$ cat src/rtl/fb_pixel_stream.sv
// fb_pixel_stream: framebuffer-to-VGA pixel streamer.
// Prefetches packed words from a synchronous-read frame RAM into a small FIFO.
// It unpacks them into one registered pixel per visible cycle.
// Optional colour-bar generator: define FB_TEST_PATTERN_EN to add i_test_mode.
module fb_pixel_stream #(
  parameter int unsigned RAM_WIDTH   = 48,
  parameter int unsigned PIXEL_BITS  = 24,
  parameter int unsigned H_ACTIVE    = 480,
  parameter int unsigned V_ACTIVE    = 360,
  parameter int unsigned RAM_LATENCY = 1,
  parameter int unsigned FIFO_DEPTH  = 4,
  localparam int unsigned PPW        = RAM_WIDTH / PIXEL_BITS,
  localparam int unsigned RAM_DEPTH  = H_ACTIVE * V_ACTIVE / PPW,
  localparam int unsigned ADDR_BITS  = (RAM_DEPTH > 1) ? $clog2(RAM_DEPTH) : 1
) (
  input  logic                  i_clk,
  input  logic                  i_rst,
  input  logic                  i_frame_start,
  input  logic                  i_visible,
`ifdef FB_TEST_PATTERN_EN
  input  logic                  i_test_mode,
`endif
  output logic [ADDR_BITS-1:0]  o_ram_addr,
  output logic                  o_ram_rd_en,
  input  logic [RAM_WIDTH-1:0]  i_ram_data,
  output logic [PIXEL_BITS-1:0] o_pixel_out,
  output logic                  o_pixel_valid,
  output logic                  o_underflow
);

  localparam int unsigned TOTAL    = H_ACTIVE * V_ACTIVE;
  localparam int unsigned CNT_BITS = $clog2(TOTAL + 1);
  localparam int unsigned ISS_BITS = $clog2(RAM_DEPTH + 1);
  localparam int unsigned PTR_BITS = (FIFO_DEPTH > 1) ? $clog2(FIFO_DEPTH) : 1;
  localparam int unsigned OCC_BITS = $clog2(FIFO_DEPTH + 1);
  localparam int unsigned IDX_BITS = (PPW > 1) ? $clog2(PPW) : 1;
  localparam int unsigned FLT_BITS = $clog2(RAM_LATENCY + 1);

  typedef enum logic [1:0] {StIdle, StFill, StStream} state_e;

  state_e                r_state, w_state_next;
  logic [ADDR_BITS-1:0]  r_addr;
  logic [ISS_BITS-1:0]   r_issued;
  logic [RAM_LATENCY-1:0] r_pipe;
  logic [RAM_WIDTH-1:0]  r_mem [FIFO_DEPTH];
  logic [PTR_BITS-1:0]   r_wr_ptr, r_rd_ptr;
  logic [OCC_BITS-1:0]   r_count;
  logic [IDX_BITS-1:0]   r_idx;
  logic [CNT_BITS-1:0]   r_pix_cnt;
  logic [PIXEL_BITS-1:0] r_pixel;
  logic                  r_valid;
  logic                  r_under;

  logic [FLT_BITS-1:0]   w_inflight;
  logic                  w_issue;
  logic                  w_push;
  logic                  w_pop;
  logic                  w_empty;
  logic                  w_consume;
  logic                  w_last_pix;
  logic                  w_under_hit;
  logic [RAM_WIDTH-1:0]  w_head;
  logic [PIXEL_BITS-1:0] w_pix;
  logic [PIXEL_BITS-1:0] w_pixel_next;
  logic                  w_test;
  logic [PIXEL_BITS-1:0] w_bar_pix;

  // Count reads still travelling through the RAM pipeline.
  always_comb begin
    w_inflight = '0;
    for (int i = 0; i < RAM_LATENCY; i++) begin
      w_inflight = w_inflight + FLT_BITS'(r_pipe[i]);
    end
  end

  assign w_empty    = (r_count == '0);
  // Space is reserved for in-flight words, so a returning word never meets a full FIFO.
  assign w_issue    = (r_state != StIdle) &&
                      ((32'(r_count) + 32'(w_inflight)) < FIFO_DEPTH) &&
                      (32'(r_issued) < RAM_DEPTH);
  // A frame_start flushes the pipe, so a word emerging in that cycle is dropped.
  assign w_push     = r_pipe[RAM_LATENCY-1] && !i_frame_start;
  assign w_consume  = i_visible && !i_frame_start && (r_state == StStream) && !w_empty;
  assign w_pop      = w_consume && (r_idx == IDX_BITS'(PPW - 1));
  assign w_last_pix = (r_pix_cnt == CNT_BITS'(TOTAL - 1));
  assign w_head     = r_mem[r_rd_ptr];

  // Select the current pixel out of the head word, index 0 in the LSBs.
  always_comb begin
    w_pix = '0;
    for (int j = 0; j < PPW; j++) begin
      if (r_idx == IDX_BITS'(j)) w_pix = w_head[j*PIXEL_BITS +: PIXEL_BITS];
    end
  end

`ifdef FB_TEST_PATTERN_EN
  localparam int unsigned COL_BITS = (H_ACTIVE > 1) ? $clog2(H_ACTIVE) : 1;
  localparam int unsigned BAR_W    = (H_ACTIVE >= 8) ? H_ACTIVE / 8 : 1;
  localparam int unsigned CH_BITS  = PIXEL_BITS / 3;

  logic [COL_BITS-1:0] r_col;
  logic [2:0]          w_bar;

  assign w_test = i_test_mode;

  // Bar index from the column; channels R/G/B follow ~bar[1], ~bar[2], ~bar[0].
  always_comb begin
    w_bar = 3'd7;
    if ((32'(r_col) / BAR_W) < 32'd8) w_bar = 3'(32'(r_col) / BAR_W);
    w_bar_pix = {{CH_BITS{~w_bar[1]}}, {CH_BITS{~w_bar[2]}}, {CH_BITS{~w_bar[0]}}};
  end

  // Column counter: visible cycles modulo H_ACTIVE, realigned by frame_start.
  always_ff @(posedge i_clk) begin
    if (i_rst || i_frame_start) begin
      r_col <= '0;
    end else if (i_visible) begin
      r_col <= (32'(r_col) == H_ACTIVE - 1) ? '0 : r_col + 1'b1;
    end
  end
`else
  assign w_test    = 1'b0;
  assign w_bar_pix = '0;
`endif

  assign w_under_hit = i_visible && !i_frame_start && !w_consume && !w_test;

  // Next pixel value; frame_start forces blank.
  always_comb begin
    w_pixel_next = '0;
    if (!i_frame_start) begin
      if (w_test && i_visible) begin
        w_pixel_next = w_bar_pix;
      end else if (w_consume) begin
        w_pixel_next = w_pix;
      end
    end
  end

  // FSM next state; FILL leaves on the first landed word so FILL always sees an empty FIFO.
  always_comb begin
    w_state_next = r_state;
    if (i_frame_start) begin
      w_state_next = StFill;
    end else begin
      unique case (r_state)
        StIdle:   w_state_next = StIdle;
        StFill:   if (w_push) w_state_next = StStream;
        StStream: if (w_consume && w_last_pix) w_state_next = StIdle;
        default:  w_state_next = StIdle;
      endcase
    end
  end

  // FSM state register.
  always_ff @(posedge i_clk) begin
    if (i_rst) begin
      r_state <= StIdle;
    end else begin
      r_state <= w_state_next;
    end
  end

  // FIFO storage; contents are don't-care while the occupancy count is zero.
  always_ff @(posedge i_clk) begin
    if (!i_rst && w_push) begin
      r_mem[r_wr_ptr] <= i_ram_data;
    end
  end

  // Fetch, FIFO bookkeeping, unpacking and output registers.
  always_ff @(posedge i_clk) begin
    if (i_rst) begin
      r_addr    <= '0;
      r_issued  <= '0;
      r_pipe    <= '0;
      r_wr_ptr  <= '0;
      r_rd_ptr  <= '0;
      r_count   <= '0;
      r_idx     <= '0;
      r_pix_cnt <= '0;
      r_pixel   <= '0;
      r_valid   <= 1'b0;
      r_under   <= 1'b0;
    end else if (i_frame_start) begin
      r_addr    <= '0;
      r_issued  <= '0;
      r_pipe    <= '0;
      r_wr_ptr  <= '0;
      r_rd_ptr  <= '0;
      r_count   <= '0;
      r_idx     <= '0;
      r_pix_cnt <= '0;
      r_pixel   <= '0;
      r_valid   <= i_visible;
      r_under   <= 1'b0;
    end else begin
      r_pipe[0] <= w_issue;
      for (int i = 1; i < RAM_LATENCY; i++) begin
        r_pipe[i] <= r_pipe[i-1];
      end
      if (w_issue) begin
        r_issued <= r_issued + 1'b1;
        // Address holds at the last word rather than wrapping.
        if (32'(r_addr) != RAM_DEPTH - 1) r_addr <= r_addr + 1'b1;
      end
      if (w_push) r_wr_ptr <= r_wr_ptr + 1'b1;
      if (w_pop)  r_rd_ptr <= r_rd_ptr + 1'b1;
      case ({w_push, w_pop})
        2'b10:   r_count <= r_count + 1'b1;
        2'b01:   r_count <= r_count - 1'b1;
        default: r_count <= r_count;
      endcase
      if (w_consume) begin
        r_idx     <= w_pop ? '0 : r_idx + 1'b1;
        r_pix_cnt <= r_pix_cnt + 1'b1;
      end
      if (w_under_hit) r_under <= 1'b1;
      r_pixel <= w_pixel_next;
      r_valid <= i_visible;
    end
  end

  assign o_ram_addr    = r_addr;
  assign o_ram_rd_en   = w_issue;
  assign o_pixel_out   = r_pixel;
  assign o_pixel_valid = r_valid;
  assign o_underflow   = r_under;

endmodule

$ cat config.mk
export PLATFORM = sky130hd
export DESIGN_NAME = fb_pixel_stream
export DESIGN_NICKNAME = d
export VERILOG_FILES = /design/src/rtl/fb_pixel_stream.sv
export SDC_FILE = /design/constraint.sdc
export NUM_CORES = 1
export LEC_CHECK = 0
export ABC_AREA = 1
export CORE_MARGIN = 2
export CORE_UTILIZATION = 30
export CTS_CLUSTER_SIZE = 20
export DETAILED_ROUTE_END_ITERATION = 8
export MAX_ROUTING_LAYER = met4
export PLACE_DENSITY = 0.48
export SLEW_MARGIN = 20
export SYNTH_ARGS = -nofsm -noshare
export SYNTH_HDL_FRONTEND = slang
export SYNTH_SLANG_ARGS = --single-unit
$ cat constraint.sdc
create_clock -name i_clk -period 7.3 [get_ports i_clk]
set_clock_uncertainty 0.1 [all_clocks]
set_input_delay 1.46 -clock i_clk [delete_from_list [all_inputs] [get_ports i_clk]]
set_output_delay 1.46 -clock i_clk [all_outputs]
set_load 0.01 [all_outputs]
; After elaboration in Yosys (flattened, before gate mapping)
; Memory sizes are Yosys's and may differ from the RTL's. A register that Yosys moved wholly into a read port is not among the register bits.
; Cells that the tools add are included.
[classes]
addsub = 9
mul = 0
div_mod_pow = 0
order_cmp = 2
eq_ne = 10
shifts = 0
muxes = 11
n_bitwise = 1
reduce_logical = 22
[ops]
columns = operator, n
row1 = adder 17 x 1 -> 17 bit (second input constant), 2
row2 = two-way mux 24 bit, 1
row3 = adder 18 x 1 -> 18 bit (second input constant), 1
row4 = equality test 18 bit (second input constant), 1
row5 = < comparator 17 bit (second input constant), 1
row6 = inequality test 17 bit (second input constant), 1
row7 = logical AND 1 bit, 10
row8 = two-way mux 2 bit, 4
row9 = case mux 3 bit (2 select lines), 1
row10 = AND reduction 2 bit, 3
row11 = adder 2 x 1 -> 2 bit (second input constant), 2
row12 = adder 3 x 1 -> 4 bit, 1
row13 = equality test 2 x 1 -> 1 bit (second input constant), 2
row14 = equality test 2 bit (second input constant), 2
row15 = zero test 1 bit, 4
row16 = < comparator 4 x 3 -> 1 bit (second input constant), 1
row17 = two-way mux 1 bit, 4
row18 = case mux 2 bit (2 select lines), 1
row19 = nonzero test 2 bit, 2
row20 = adder 3 x 1 -> 3 bit (second input constant), 1
row21 = zero test 3 bit, 1
row22 = inequality test 3 x 2 -> 1 bit (second input constant), 1
row23 = inequality test 3 bit (second input constant), 1
row24 = OR reduction 3 bit, 1
row25 = 6 further kinds, 6
[totals]
ff_bits = 89
latchBits = 0
mem_bits_rw = 192
mem_bits_ro = 0
inputBits = 52
out_inout_bits = 44
word_cells = 69
n_memories = 1
[memory_table]
columns = memory, words, width, rd, rd_clocked_by_memory_dff, wr, line
row1 = r_mem, 4, 48, 1, 1, 1, 45  ; logic [RAM_WIDTH-1:0] r_mem [FIFO_DEPTH];

; Depth between registers and ports, before layout
[logic_depth]
word_depth = 8
depth_mapped = 12
depth_no_buf = 12

; Worst setup path before layout
; No wires, ideal clock.
[synth_path]
kind = input to register
from = in i_frame_start
to = mem r_mem[0][0] (enable)
setup_time_ps = 454
arrival_ps = 4022
required_ps = 6746
slack_ps = 2724
cell_stages = 4
path_buffers = 1
cell_sequence = nor2_1 -> clkbuf_1 -> nand2_1 -> nor2_1
[synth_via]
elab_chain_len = 5
[synth_rtl]
columns = item, line
row1 = start: declaration, 18  ; input logic i_frame_start,
row2 = zero test 1 bit, --
row3 = logical AND 1 bit, 82  ; assign w_push = r_pipe[RAM_LATENCY-1] && !i_frame_start;
row4 = logical AND 1 bit, 166  ; if (!i_rst && w_push) begin
row5 = two-way mux 1 bit, 166
row6 = two-way mux 1 bit (implied by the code), 167  ; r_mem[r_wr_ptr] <= i_ram_data;
row7 = end: declaration, 45
; No other way between the ends.

; Worst setup path after layout
[layout_path]
from = reg r_issued[14]
to = out o_ram_rd_en
[layout_via]
elab_chain_len = 2
[layout_rtl]
columns = item, line
row1 = start: declaration, 43  ; logic [ISS_BITS-1:0] r_issued;
row2 = start signal: assignment, 203  ; r_issued <= r_issued + 1'b1;
row3 = < comparator 17 bit, 80  ; (32'(r_issued) < RAM_DEPTH);
row4 = logical AND 1 bit, 79  ; ((32'(r_count) + 32'(w_inflight)) < FIFO_DEPTH) &&
row5 = end: declaration, 24  ; output logic o_ram_rd_en,
; No other way between the ends.

==> summary.md <==
| Metric | Value |
|---|---|
| Flip-flop and latch count after synthesis | `283` |
| Layout Nets | `1290` |
| Detail Placement HPWL | `16.2 mm` |
| Fin Setup TNS | `0 ps` |
| H-tree levels | `2` |
| Number of global-route vias before repair | `7999` |
| Top cells by area, synth | `edfxtp_1 49%, dfxtp_1 16%, nor2_1 8.0%` |
| Clk slew on worst S/H paths | `60 ps` |
| RSZ-0062 raised after global routing | `false` |
| Post-route cell area | `14200 um^2` |
| Fin worst setup slack | `3250 ps` |
| RR Endpoint | `o_pixel_out[7]` |
| Per-cell routed wire length | `15.4 um` |
| Most common cell on crit path | `nand2_1` |
| Clock Latency Late Sink | `530 ps` |
| Post-Synthesis Cell Area | `11700 um^2` |
| Leak pwr | `4.61 nW` |
| Final Hold Viols | `0` |
| Pwr/cell area | `239 nW/um^2` |
| # resized after CTS | `0` |
| Tcrit/Tclk final | `0.554` |
| Drt drc | `0` |
| Worst rel slew slack | `0.310` |
| Antenna-violating nets left | `0` |
| Total GRT Usage | `0.140` |
| Sequential cell area fraction in the yosys report | `0.650` |
| Slowest stage delay, CP | `660 ps` |
| Critical path arrival | `2490 ps` |
| Post-CTS setup buffer count | `0` |
| Mapped Cells | `1134` |
| Initial antenna violation count | `0` |
| R2r setup slk | `4570 ps` |
| First DRT Iteration DRCs | `464` |
| Worst Path Max Fanout | `25` |
| Via density | `4.55` |
| Status | `complete, no violations` |
| Hold-fix buffers, CTS | `0` |
| Share of cells above drive strength 1 | `0.0789` |
| Clock Sinks | `283` |
| PortBufs | `95` |
| Final wirelength | `27.3 mm` |
| Minimum clock period | `4050 ps` |
| Clk root buf | `clkbuf_16` |
| Total CTS buffers | `34` |
| Fin cells | `1773` |
| Placement row count | `72` |
| Crit path capture type | `primary output` |
| Slew Limit Fails | `0` |
| Fin Hold WS | `353 ps` |
| R2R cell count | `7` |
| Area growth from synthesis to layout | `22.0%` |
| Hold path cells | `2` |
| Cell chain of the critical path | `nand2_1 > nand2_1 > nand2_1 > nand3_1 > nor2_4 > clkdlybuf4s50_1` |
| CTS tree | `yes` |
| Starting Density | `0.303` |
| Core area | `38600 um^2` |
| Post-synth net total | `1195` |
| Gr ovfl total | `0` |
| Largest net degree at the start of global routing | `97` |
| Worst-margin pin slew | `1030 ps` |
| Io pins | `96` |
| Router iterations before antenna repair | `5` |
| Placed cell area | `13200 um^2` |
| Placed cell count | `1711` |
| Max Fclk | `247 MHz` |
| Max Buffers Root-to-Sink | `3` |
| Setup-failing EPs final | `0` |
| CP Class | `reg2out` |
| Hold path startpoint | `r_rd_ptr[1]` |
| Top cell type's share of synthesized area | `0.494` |
| Diode count | `0` |
| Max_cap viols | `0` |
| Vias | `8062` |
| DIE AREA | `40500 um^2` |
| HP Class | `reg2reg` |
| Die Y | `201 um` |
| Startpoint Class | `register` |
| First-pass GRT wire length | `43.8 mm` |
| Pre-CTS setup slack | `3060 ps` |
| Gpl congestion | `0.783` |
| Yosys Warn Count | `0` |
| Mapped Avg Cell Area | `10.3 um^2` |
| CP max stage cell | `clkdlybuf4s50_1` |
| WP data required | `5740 ps` |
| Die width | `201 um` |
| Synth area leader | `edfxtp_1` |
| Synth unique cells | `36` |
| Peak VDD IR | `0.000125 V` |
[registers in the layout, summed over array words and instances (netlist names), 2 cells and up, named ones only]
name,cells
r_mem,192
o_pixel_out,24
r_pix_cnt,18
o_ram_addr,17
r_issued,17
r_count,3
r_rd_ptr,2
r_state,2
r_wr_ptr,2
[through the flow]
| step | power [mW] | util |
|---|---|---|
| final | 3.41 | 0.369 |
| after global routing | 3.53 | 0.369 |
| after CTS | 3.47 | 0.369 |
| after detailed placement | 1.83 | 0.341 |
| after global placement | 1.83 | 0.341 |
| after floorplan | 1.78 | - |
[critical path: cells and delay by family, from the launching register on]
family        cells  cell delay, ps
buf+inv           1             660
flops             1             360
simple gates      5             930
[area by class of cell]
class                   count  area (um^2)
flip-flops and latches    283         7590
repair buffers            106         1030
inverters                  65          244
clock buffers              45          953
fillers                  3898        24300
multi-input cells         739         3650
clock inverters            17          126
well taps                 518          648
[how the worst max path moves through the flow]
stage,startpoint,endpoint,cells after the start
after floorplan,i_frame_start,r_mem[0][0],4
after global placement,i_frame_start,r_mem[1][21],6
after detailed placement,i_frame_start,r_mem[1][17],6
after CTS,r_issued[14],o_ram_rd_en,6
after global routing,r_issued[14],o_ram_rd_en,6
final,r_issued[14],o_ram_rd_en,6
[cell families after synthesis]
kind of cell,after synthesis,share of synthesized area
AOI/OAI and AO/OA,218,0.101
and+or+nand+nor,473,0.167
adders and majority gates,9,0.0103
muxes,24,0.0206
xor gates and xnor gates,15,0.0112
DFF,283,0.650
buffers and inverters,112,0.0405
[where the power goes]
group,leakage (nW),internal [mW],switching (mW)
clock,0.530,0.957,0.651
combinational,1.61,0.0348,0.0466
sequential,2.46,1.71,0.00247
total,4.61,2.71,0.700
[cell usage after synthesis (all sizes together)]
master	number
nand2	157
dfxtp	91
fa	1
clkinv	1
clkbuf	25
ha	8
a21oi	43
xnor2	5
and2	1
o21ai	144
o21bai	2
nor3	8
edfxtp	192
inv	64
o22ai	24
xor2	10
mux2i	24
buf	22
o21ba	3
nand4	11
a31oi	2
nor2	256
nand3	38
nor3b	2
[layout by cell type, fill, tap and decap left out, types with 2 or more instances in the layout]
cell and instances:
clkinv_1 8, o21ai_1 8, a21oi_2 10, o21bai_1 2, o21ba_2 3, clkbuf_1 6, xor2_1 10, nor2_1 245
edfxtp_1 192, o21ai_0 136, nor3_1 8, nand2_2 8, dfxtp_1 89, mux2i_1 24, xnor2_1 5, nor3b_1 2
clkdlybuf4s50_1 95, ha_1 8, nand2_1 148, clkbuf_8 4, nor2_2 5, clkbuf_16 35, nand3_1 37, inv_1 62
nand4_1 10, inv_2 2, clkinv_8 2, a31oi_1 2, clkinv_2 6, a21oi_1 33, o22ai_1 24, buf_4 11
nor2_4 6
[metal layers]
layer	wire length (um)	track usage	up-vias
li1	-	-	4076
met1	13000	0.181	3823
met2	12500	0.221	126
met3	1200	0.0279	37
met4	555	0.0465	0
met5	0	-	-
Note: power is estimated with default switching activity, not from simulation.
